**src/rtl/stream_mux_pkg.sv**
```systemverilog
// Shared types and helpers for the parameterised stream multiplexer family.
package stream_mux_pkg;

   localparam int unsigned MAX_CH = 16;

   typedef enum logic {
      ST_EMPTY = 1'b0,
      ST_FULL  = 1'b1
   } state_e;

   // One-hot decode of a channel select; out-of-range selects decode to zero.
   function automatic logic [MAX_CH-1:0] onehot(input int unsigned sel, input int unsigned n);
      logic [MAX_CH-1:0] r;
      r = '0;
      if (sel < n) r = MAX_CH'(1) << sel;
      return r;
   endfunction

endpackage

```
**src/rtl/rr_arbiter.sv**
```systemverilog
// Round-robin arbiter: grants the first requester at or after the pointer,
// pointer advances past the granted channel whenever a transfer happens.
module rr_arbiter
   import stream_mux_pkg::*;
#(
   parameter  int unsigned N     = 4,
   localparam int unsigned SEL_W = $clog2(N)
) (
   input  logic             clk,
   input  logic             rst_n,
   input  logic [N-1:0]     req,
   input  logic             adv,
   input  logic [SEL_W-1:0] gnt_idx,
   output logic [N-1:0]     gnt
);

   logic [SEL_W-1:0] ptr_q;
   logic             found;
   int unsigned      idx;

   always_comb begin
      gnt   = '0;
      found = 1'b0;
      idx   = 0;
      for (int unsigned k = 0; k < N; k++) begin
         idx = (32'(ptr_q) + k) % N;
         if (!found && req[idx]) begin
            gnt[idx] = 1'b1;
            found    = 1'b1;
         end
      end
   end

   always_ff @(posedge clk or negedge rst_n) begin
      if (!rst_n) begin
         ptr_q <= '0;
      end else if (adv) begin
         ptr_q <= (gnt_idx == SEL_W'(N - 1)) ? '0 : gnt_idx + SEL_W'(1);
      end
   end

endmodule

```
**src/rtl/param_stream_mux.sv**
```systemverilog
// N-channel registered stream mux with a one-entry valid/ready output stage.
// Define MUX_RR_ARB_EN for round-robin arbitration; otherwise sel picks the channel.
module param_stream_mux
   import stream_mux_pkg::*;
#(
   parameter  int unsigned N     = 4,
   parameter  int unsigned WIDTH = 8,
   localparam int unsigned SEL_W = $clog2(N)
) (
   input  logic               clk,
   input  logic               rst_n,
   input  logic [SEL_W-1:0]   sel,
   input  logic [N*WIDTH-1:0] in_data,
   input  logic [N-1:0]       in_valid,
   output logic [N-1:0]       in_ready,
   output logic [WIDTH-1:0]   out_data,
   output logic [SEL_W-1:0]   out_chan,
   output logic               out_valid,
   input  logic               out_ready
);

   state_e           state_q, state_d;
   logic [N-1:0]     gnt_c;
   logic [SEL_W-1:0] gnt_idx_c;
   logic [WIDTH-1:0] gnt_data_c;
   logic             can_load_c;
   logic             xfer_c;

`ifdef MUX_RR_ARB_EN
   logic unused_sel;
   assign unused_sel = ^sel;

   rr_arbiter #(.N(N)) u_arb (
      .clk     (clk),
      .rst_n   (rst_n),
      .req     (in_valid),
      .adv     (xfer_c),
      .gnt_idx (gnt_idx_c),
      .gnt     (gnt_c)
   );
`else
   logic [MAX_CH-1:0] sel_oh_c;
   assign sel_oh_c = onehot(32'(sel), N);
   assign gnt_c    = sel_oh_c[N-1:0] & in_valid;
`endif

   // Grant encode and data select; grant is at most one-hot.
   always_comb begin
      gnt_idx_c  = '0;
      gnt_data_c = '0;
      for (int unsigned i = 0; i < N; i++) begin
         if (gnt_c[i]) begin
            gnt_idx_c  = SEL_W'(i);
            gnt_data_c = in_data[i*WIDTH +: WIDTH];
         end
      end
   end

   assign can_load_c = (state_q == ST_EMPTY) || out_ready;
   assign in_ready   = (rst_n && can_load_c) ? gnt_c : '0;
   assign xfer_c     = |in_ready;
   assign out_valid  = (state_q == ST_FULL);

   always_ff @(posedge clk or negedge rst_n) begin
      if (!rst_n) state_q <= ST_EMPTY;
      else        state_q <= state_d;
   end

   always_comb begin
      state_d = state_q;
      unique case (state_q)
         ST_EMPTY: if (xfer_c) state_d = ST_FULL;
         ST_FULL:  if (out_ready && !xfer_c) state_d = ST_EMPTY;
         default:  state_d = ST_EMPTY;
      endcase
   end

   // Output word only changes on a load; a drain without reload keeps the last value.
   always_ff @(posedge clk or negedge rst_n) begin
      if (!rst_n) begin
         out_data <= '0;
         out_chan <= '0;
      end else if (xfer_c) begin
         out_data <= gnt_data_c;
         out_chan <= gnt_idx_c;
      end
   end

endmodule

```
**config.mk**
```make
export PLATFORM = sky130hd
export DESIGN_NAME = param_stream_mux
export DESIGN_NICKNAME = d
export VERILOG_FILES = /design/src/rtl/stream_mux_pkg.sv /design/src/rtl/rr_arbiter.sv /design/src/rtl/param_stream_mux.sv
export SDC_FILE = /design/constraint.sdc
export NUM_CORES = 1
export LEC_CHECK = 0
export ABC_AREA = 0
export BUFFER_PORTS_ARGS = -buffer_cell sky130_fd_sc_hd__buf_2
export CAP_MARGIN = 20
export CORE_MARGIN = 10
export CORE_UTILIZATION = 45
export CTS_CLUSTER_SIZE = 12
export DETAILED_ROUTE_END_ITERATION = 7
export PLACE_DENSITY = 0.84
export SYNTH_ARGS = -nofsm -noshare
export SYNTH_HDL_FRONTEND = slang
export SYNTH_HIERARCHICAL = 1
export SYNTH_SLANG_ARGS = --single-unit
```
**constraint.sdc**
```tcl
create_clock -name clk -period 2.7 [get_ports clk]
set_input_delay 0.405 -clock clk [delete_from_list [all_inputs] [get_ports clk]]
set_output_delay 0.405 -clock clk [all_outputs]
set_load 0.01 [all_outputs]
```
# Yosys cells after proc, flatten, opt, wreduce, memory -nomap -nowiden
# Cells that the tools add are included.
totals:
  register_bits: 11
  in_bits: 41
  output_inout_bits: 15
  wordCells: 22
classes:
  n_shift: 1
  muxes: 11
  bitwise_logic: 2
  n_reduce_logical: 5
op_table:
  columns: ["cell", "count"]
  rows:
  - ["2-to-1 mux 8 bit", 4]
  - ["bitwise AND 4 bit", 1]
  - ["2-to-1 mux 2 bit", 2]
  - ["2-to-1 mux 4 bit", 1]
  - ["OR reduction 4 bit", 1]
  - ["left shift 1 x 2 -> 4 bit, first input constant", 1]
  - ["2-to-1 mux 1 bit", 3]
  - ["logical AND 1 bit", 2]
  - ["case mux 1 bit (2 select lines)", 1]
  - ["logical NOT 1 bit", 1]
  - ["logical OR 1 bit", 1]
  - ["NOT 1 bit", 1]

# Logic depth before layout (Yosys ltp)
# Gate-level depths: netlist (run 1).
depth:
  ltp_word: 9
  depth_mapped: 5
  depth_no_buf: 3

# Worst setup path after synthesis (run 1)
# No wires, ideal clock.
synth_timing:
  path_type: "input to output"
  from: "input port sel[1]"
  to: "output port in_ready[2]"
  t_arrival_ps: 1354
  t_required_ps: 2295
  slack_ps: 941
  cell_stages: 4
  cell_sequence: "clkbuf_1 -> buf_2 -> nand3_1 -> nor3b_1"
synth_between:
  elab_chain_len: 3
synth_rtl:
  columns: ["item", "line", "rtl"]
  rows:
  - ["start: declaration", "param_stream_mux.sv:12", "input logic [SEL_W-1:0] sel,"]
  - ["left shift 1 x 2 -> 4 bit", "stream_mux_pkg.sv:15", "if (sel < n) r = MAX_CH'(1) << sel;"]
  - ["bitwise AND 4 bit", "param_stream_mux.sv:44", "assign gnt_c = sel_oh_c[N-1:0] & in_valid;"]
  - ["2-to-1 mux 4 bit", "param_stream_mux.sv:60", "assign in_ready = (rst_n && can_load_c) ? gnt_c : '0;"]
  - ["end: declaration", "param_stream_mux.sv:15", "output logic [N-1:0] in_ready,"]
# No other way between the ends.

# Final worst setup path (run 1)
layout_timing:
  from: "register state_q, in the netlist out_valid"
  to: "output port in_ready[0]"
layout_between:
  elab_chain_len: 4
layout_rtl:
  columns: ["item", "line", "rtl"]
  rows:
  - ["start: declaration", "param_stream_mux.sv:22", "state_e state_q, state_d;"]
  - ["start signal: assignment", "param_stream_mux.sv:66", "else state_q <= state_d;"]
  - ["NOT 1 bit", null, null]
  - ["logical OR 1 bit", "param_stream_mux.sv:59", "assign can_load_c = (state_q == ST_EMPTY) || out_ready;"]
  - ["logical AND 1 bit", "param_stream_mux.sv:60", null]
  - ["2-to-1 mux 4 bit", "param_stream_mux.sv:60", null]
# No other way between the ends.

==> flow_metrics.tcl, run 1 <==
set metrics [dict create \
    ys_ff_latch 11 \
    worst_setup_path_start_kind "flop" \
    cp_top_family "simple AND/OR/NAND/NOR gates" \
    worstPathCellList "nand2b_1, nand2_1, nor4b_1, buf_2" \
    worstSetupEndpointType "primary output" \
    ant_nets 0 \
    multi_input_comb_area_sq_um 533 \
    power.total_uw 552 \
    fmax_ghz 0.480 \
    cts-htree-levels 1 \
    slew_headroom 0.631 \
    cpPeakStageDelay_ps 380 \
    regArea_sq_um 275 \
    wl_um 2830 \
    yosysWarnings 6 \
    tritoncts "done" \
    die_y_um 64.8 \
    n_antenna_cell 0 \
    grt_max_degree 40 \
    yosysMostFrequentCell "nand2_1" \
    hold_viol 0 \
    worstMarginPinSlew_ps 554 \
    ctsResizeCount 0 \
    async_flop_share 1.00 \
    ys_types 22 \
    cts.sinks 11 \
    hpwlAfterDp_um 2300 \
    fin_nets 194 \
    vias 991 \
    yosysSeqAreaShare 0.305 \
    start_util 0.465 \
    avgSynthCellArea_sq_um 8.52 \
    r2r_slack_ps 1430 \
    cap_violations 0 \
    numCtsBuffers 3 \
    worst-path-buf-inv 1 \
    num_rows 16 \
    io_buffers 55 \
    vdd_drop_max_mv 0.344 \
    yosysTopAreaCellShare 0.305 \
    synth_edf_count 0 \
    yosys.area.top_type "dfrtp_1" \
    grt-ovfl-total 0 \
    cp.required_ps 2300 \
    synth_cells 106 \
    status "finished clean" \
    synthTopCellsByCount "nand2_1, dfrtp_1, clkbuf_1, nand3_1" \
    synth_area_leaders "dfrtp_1, a311o_1, a31o_1, and3b_1, o211ai_1" \
    slowest_stage "dfrtp_1" \
    firstDrtPassIters 4 \
    hold_class "in2async" \
    synth_flop_cell "dfrtp_1" \
    layout-drive-gt1-share 0.401 \
    finalCriticalPeriod_ps 2080 \
    p_leak_uw 0.000601 \
    drc_errors 0 \
    clockRootBuffer "clkbuf_4" \
    n_fill_cell 195 \
    synth_area_sq_um 903 \
    clkTransAtPathRegs_ps 70 \
    slew_violations 0 \
    ios 56 \
    grt_pass1_vias 1030 \
    postCtsSetupBuffers 0 \
    postCtsHoldBufs 0 \
    grt_first_pass_wirelength_um 4510 \
    cp.arrival_ps 1680 \
    areaGrowthSynthToFinish_pct 29.9 \
    dieArea_sq_mm 0.00420 \
    fp.dieW_um 64.8 \
    core_sq_mm 0.00194 \
    viasPerCell 5.54 \
    drtIter0Drc 42 \
    finalClockSkew_ps 1.03 \
    post_drt_wl_per_cell_um 15.8 \
    clockBufferDepth 2 \
    grt_util_all_layers 0.131 \
    finalCritPeriodShare 0.771 \
    setup_violations 0 \
    path_max_fanout 13 \
    grt_antenna_before_repair 0 \
    critical_path_class "reg2out" \
    clock_latency_ps 270 \
    p_per_area_mw_per_mm2 470 \
    gp_congestion 0.854 \
    tns_ps 0 \
    synthesis.nets 147 \
    rsz0062_at_grt "false" \
]
-- per-layer routing --
layer  GRT usage  part of all wire
met1       0.144              0.40
met2       0.220              0.51
met3      0.0567             0.085
met4      0.0428             0.010
met5           0                 0
-- cells by family after synthesis --
logic type	count (synthesis)	synth area share
simple gates	37	0.234
mux	3	0.0485
buf+inv	21	0.105
compound gates	34	0.307
flops	11	0.305
-- flip-flops by register name (all words and copies together) (netlist names) --
register   cells
out_chan       2
out_data       8
out_valid      1
-- worst paths after layout --
path	from	endpoint	depth (start not counted)
min in group clk	out_chan[1]$_DFFE_PN0P_	out_chan[1]$_DFFE_PN0P_	1
setup reg to reg	out_valid$_DFF_PN0_	out_data[3]$_DFFE_PN0P_	3
hold / removal	rst_n	out_chan[1]$_DFFE_PN0P_	1
max in group asynchronous	rst_n	out_data[7]$_DFFE_PN0P_	1
setup / recovery	out_valid$_DFF_PN0_	in_ready[0]	4
hold reg to reg	out_chan[1]$_DFFE_PN0P_	out_chan[1]$_DFFE_PN0P_	1
-- where the power goes --
group          switching, uW  internal [uW]
clock network           55.4           57.2
logic                    117            104
registers               17.8            201
-- cell type report --
type,instances,area share
multi-input cells,74,0.454
flip-flops and latches,11,0.235
repair buffers,55,0.235
well taps,27,0.0288
inverters,8,0.0256
clock buffers,4,0.0224
-- cells in the final DEF, fill, tap and decap left out, drive strengths merged --
| cell type | n |
|---|---|
| nor2 | 1 |
| nor3b | 1 |
| nor4b | 1 |
| nand2b | 1 |
| buf | 55 |
| o2bb2ai | 2 |
| dfrtp | 11 |
| nor3 | 1 |
| and3b | 8 |
| o211ai | 8 |
| mux4 | 1 |
| a31o | 8 |
| inv | 8 |
| nand3 | 10 |
| a31oi | 8 |
| a311o | 8 |
| mux2 | 1 |
| nand2 | 13 |
| and3 | 1 |
| clkbuf | 4 |
| mux2i | 1 |
-- stage by stage --
step / utilization / instance area, sq um / setup WS (ps) / hold slack [ps] / std cells
global route: 0.604 / 1170 / 477 / 74.0 / 179
floorplan: - / 903 / 941 / 109 / 106
global placement: 0.591 / 1150 / 801 / 342 / 175
CTS: 0.604 / 1170 / 617 / 69.1 / 179
finish: 0.604 / 1170 / 618 / 65.1 / 179
detailed placement: 0.591 / 1150 / 772 / 360 / 175
No activity file was read; power rests on OpenSTA's default activity.
==> run 2: changes to the inputs <==
CORE_UTILIZATION = 42   (was 45)
PLACE_DENSITY = 0.79   (was 0.84)
clock period = 2 ns   (was 2.7 ns; I/O delays follow)
==> run 2 against run 1 <==
Net effect:
- worst hold slack improved by 290 ps
- die area increased by 4.9%
- routed wire length is 11% higher
- cell count is 2.8% higher
- via count increased by 5.2%
- clock skew rose by 3.0 ps
- sequential share of layout area decreased by 0.89 points
- clock power increased by 42%
- count of clock-buffer cells in the layout stayed put
- largest power group unchanged
==> flow_metrics.tcl, run 2 (synthesized netlist as in run 1, its figures left out) <==
set metrics [dict create \
    status "finished clean" \
    hold_viol 0 \
    p_switching_uw 271 \
    fin_cells 184 \
    slew_violations 0 \
    clockBufferDepth 2 \
    whs_ps 359 \
    cp_top_family "buffers and inverters" \
    drtIter0Drc 30 \
    n_antenna_cell 0 \
    cp.arrival_ps 1530 \
    finalCritPeriodShare 0.915 \
    worst-path-buf-inv 3 \
    drc_errors 0 \
    p_int_uw 496 \
    r2r_slack_ps 850 \
    grt-ovfl-total 0 \
    fin_ws_ps 169 \
    worstSetupEndpointType "primary output" \
    cts-htree-levels 1 \
    p_sw_frac 0.353 \
    dieArea_sq_mm 0.00441 \
    clockRootBuffer "clkbuf_4" \
    regMostFlops "out_data" \
    cts.sinks 11 \
    worstPathCellList "dlygate4sd3_1, buf_2, nand3_1, nor3b_1, buf_2" \
    fp.dieW_um 66.4 \
    slew_headroom 0.838 \
    post-place-cells 179 \
    num_rows 16 \
    grt_pass1_vias 1041 \
    largest_register_ffs 8 \
    clock_latency_ps 280 \
    hold_class "in2async" \
    combPwrFrac 0.404 \
    cap_violations 0 \
    setup_violations 0 \
    rsz0062_at_grt "false" \
    p_per_area_mw_per_mm2 628 \
    fmax_ghz 0.546 \
    clkTransAtPathRegs_ps 70 \
    start_util 0.451 \
    io_buffers 55 \
    grt_max_degree 26 \
    postCtsSetupBuffers 0 \
    vias 1043 \
    layout_common_cells "buf_2, nand2_1, dfrtp_1" \
    fin_nets 199 \
    grt_antenna_before_repair 0 \
    die_y_um 66.4 \
    path_max_fanout 6 \
    tns_ps 0 \
    ios 56 \
    core_sq_mm 0.00200 \
    numCtsBuffers 3 \
    grt_util_all_layers 0.140 \
    firstDrtPassIters 4 \
    final_util 0.609 \
    final_common_cell "buf_2" \
    grt_first_pass_wirelength_um 4860 \
    pre_cts_slack_ps 351 \
    vdd_drop_max_mv 0.343 \
    finalCriticalPeriod_ps 1830 \
    p_leak_uw 0.000626 \
    post_drt_wl_per_cell_um 17.0 \
    p_clk_frac 0.209 \
    viasPerCell 5.67 \
    tritoncts "done" \
    areaGrowthSynthToFinish_pct 35.0 \
    finalClockSkew_ps 4.03 \
    slowest_stage "dlygate4sd3_1" \
    p_seq_frac 0.386 \
    cp.required_ps 1700 \
    ant_nets 0 \
    critical_path_class "in2out" \
    gp_congestion 0.814 \
    cpPeakStageDelay_ps 520 \
    hpwlAfterDp_um 2500 \
    wl_um 3140 \
    crit_top_cell "buf_2" \
    worstMarginPinSlew_ps 241 \
    layout-drive-gt1-share 0.420 \
    worst_setup_path_start_kind "input pin" \
]
## run 2: changes by cell type in the layout (fill, tap and decap cells not counted)
cell,change
buf_4,+4
dlygate4sd3_1,+1
nor4b_1,-1
nor4b_2,+1
## run 2: worst paths after layout
check                                        startpoint                       to  cells past startpoint
worst max-delay path                              rst_n              in_ready[2]                      5
worst min-delay path                              rst_n  out_chan[1]$_DFFE_PN0P_                      2
worst max register to register      out_valid$_DFF_PN0_  out_data[7]$_DFFE_PN0P_                      4
worst min register to register  out_chan[0]$_DFFE_PN0P_  out_chan[0]$_DFFE_PN0P_                      1
max in group asynchronous                         rst_n  out_data[7]$_DFFE_PN0P_                      3
min in group clk                            in_data[10]  out_data[2]$_DFFE_PN0P_                      3
## run 2: cell type report
cell class	instances	area [sq um]
Clock buffer	4	26.3
Sequential cell	11	275
Fill cell	189	782
Multi-Input combinational cell	74	539
Timing Repair Buffer	60	315
Inverter	8	30.0
Tap cell	27	33.8
## run 2: per-stage QoR
stage	power [uW]	area (sq um)
3_5_place_dp	610	1180
4_1_cts	767	1210
3_3_place_gp	596	1180
2_1_floorplan	481	903
6_report	767	1220
5_1_grt	815	1220
## run 2: worst reg2reg max path, cell delays in order (launching register included)
cell      delay, ps
dfrtp_1         370
nand2b_1        130
buf_4           200
and3_4          250
a31o_1          150
## run 2: repair_timing
item	4_1_cts	5_1_grt
hold buffers	1	0
endpoints found under the setup margin	0	1
endpoints found under the hold margin	3	0
resized for setup	0	1
## run 2: routing by layer
metal,track usage,vias to the layer above,part of all wire
met2,0.228,45,0.51
met4,0.0733,0,0.018
met3,0.0458,5,0.078
li1,-,510,-
met1,0.157,483,0.39
met5,0,-,0
## run 2: power by group through the flow
stage	Combinational, uW	Clock, uW	Sequential (uW)
after floorplan	158	0	323
after global placement	300	0	297
after detailed placement	309	0	301
after CTS	312	159	296
after global routing	344	171	300
final	310	161	296
==> run 3: changes to the inputs <==
REMOVE_ABC_BUFFERS = 1   (was default)
==> run 3 against run 2 <==
Net effect:
- clock power down 3%
- cell count up 0.54%
- clock skew increased by 4.2 ps
- design area up 0.10%
- sequential share of layout area hardly changed
- fmax shrank 0.87%
==> flow_metrics.tcl, run 3 (synthesized netlist as in run 1, its figures left out) <==
set metrics [dict create \
    cp_top_family "buffers and inverters" \
    p_int_uw 497 \
    hold_class "in2async" \
    vdd_drop_max_mv 0.451 \
    slew_headroom 0.685 \
    vias 1078 \
    worst_setup_path_start_kind "input pin" \
    numCtsBuffers 3 \
    p_leak_uw 0.000629 \
    grt_pass1_vias 1034 \
    post_drt_wl_per_cell_um 17.4 \
    worstMarginPinSlew_ps 473 \
    ctsResizeCount 0 \
    finalCritPeriodShare 0.924 \
    finalCriticalPeriod_ps 1850 \
    whs_ps 393 \
    gp_congestion 0.826 \
    areaGrowthSynthToFinish_pct 35.2 \
    slowest_stage "dlygate4sd3_1" \
    combPwrFrac 0.409 \
    drtIter0Drc 95 \
    drc_errors 0 \
    path_max_fanout 5 \
    firstDrtPassIters 4 \
    final_common_cell "buf_2" \
    grt-ovfl-total 0 \
    grt_max_degree 32 \
    grt_first_pass_wirelength_um 5130 \
    postCtsHoldBufs 1 \
    largest_register_ffs 8 \
    p_per_area_mw_per_mm2 626 \
    fmax_ghz 0.541 \
    cpPeakStageDelay_ps 540 \
    p_switching_uw 268 \
    cp-startpoint "rst_n" \
    fin_nets 200 \
    ant_nets 0 \
    crit_top_cell "buf_2" \
    finalClockSkew_ps 8.27 \
    grt_util_all_layers 0.143 \
    slew_violations 0 \
    worstSetupEndpointType "primary output" \
    hold_viol 0 \
    fp.dieW_um 66.4 \
    setup_violations 0 \
    n_antenna_cell 0 \
    rsz0062_at_grt "false" \
    hpwlAfterDp_um 2400 \
    layout-drive-gt1-share 0.418 \
    cp.required_ps 1700 \
    p_clk_frac 0.205 \
    power.total_uw 764 \
    num_rows 16 \
    core_sq_mm 0.00200 \
    status "finished clean" \
    worst-path-buf-inv 3 \
    p_seq_frac 0.387 \
    io_buffers 55 \
    regMostFlops "out_data" \
    cts-htree-levels 1 \
    wl_um 3220 \
    p_sw_frac 0.350 \
    clockRootBuffer "clkbuf_4" \
    worstPathCellList "dlygate4sd3_1, buf_2, nand2_1, nor4b_1, buf_2" \
    clock_latency_ps 270 \
    clkTransAtPathRegs_ps 70 \
    clockBufferDepth 2 \
    layout_common_cells "buf_2, nand2_1, dfrtp_1" \
    postCtsSetupBuffers 0 \
    tritoncts "done" \
    critical_path_class "in2out" \
    cts.sinks 11 \
    dieArea_sq_mm 0.00441 \
    grt_antenna_before_repair 0 \
    start_util 0.451 \
    viasPerCell 5.83 \
    tns_ps 0 \
    cp.arrival_ps 1550 \
    cap_violations 0 \
    ios 56 \
    r2r_start "out_valid$_DFF_PN0_" \
    die_y_um 66.4 \
]
## run 3: stage by stage
stage	worst slack (ps)	cells	area (sq um)	util
final	153	185	1220	0.610
after CTS	159	185	1220	0.610
after global placement	306	180	1180	0.592
after floorplan	407	93	838	-
after global routing	7.23	185	1220	0.610
after detailed placement	228	180	1180	0.592
## run 3: worst paths after layout
check / end / slack, ps / depth (start not counted)
worst max-delay path: in_ready[0] / 150 / 5
min in group clk: out_data[7]$_DFFE_PN0P_ / 420 / 3
max in group asynchronous: out_data[5]$_DFFE_PN0P_ / 1210 / 3
worst max register to register: out_data[4]$_DFFE_PN0P_ / 830 / 4
worst min-delay path: out_chan[1]$_DFFE_PN0P_ / 390 / 2
worst min register to register: out_chan[1]$_DFFE_PN0P_ / 480 / 1
## run 3: routing by layer
metal  up-vias  share of wire  global-route usage
met5         -              0                   0
met4         0         0.0025              0.0340
met3         2           0.16              0.0763
met2        70           0.45               0.222
met1       497           0.39               0.169
li1        509              -                   -
## run 3: power groups by stage
stage | Combinational (uW) | Clock [uW] | Sequential, uW
global placement | 304 | 0 | 298
floorplan | 127 | 0 | 323
detailed placement | 312 | 0 | 299
finish | 312 | 156 | 296
CTS | 315 | 160 | 295
global route | 348 | 169 | 302
## run 3: worst register-to-register path, cell delays in order, from the launching register on
cell and delay, ps:
dfrtp_1 390, nand2b_1 120, buf_4 190, and3_4 260
a31o_1 160
## run 3: layout make-up
type	count	area, sq um
Clock buffer	4	26.3
Fill cell	191	781
Inverter	8	30.0
Multi-Input combinational cell	74	533
Sequential cell	11	275
Tap cell	27	33.8
Timing Repair Buffer	61	323
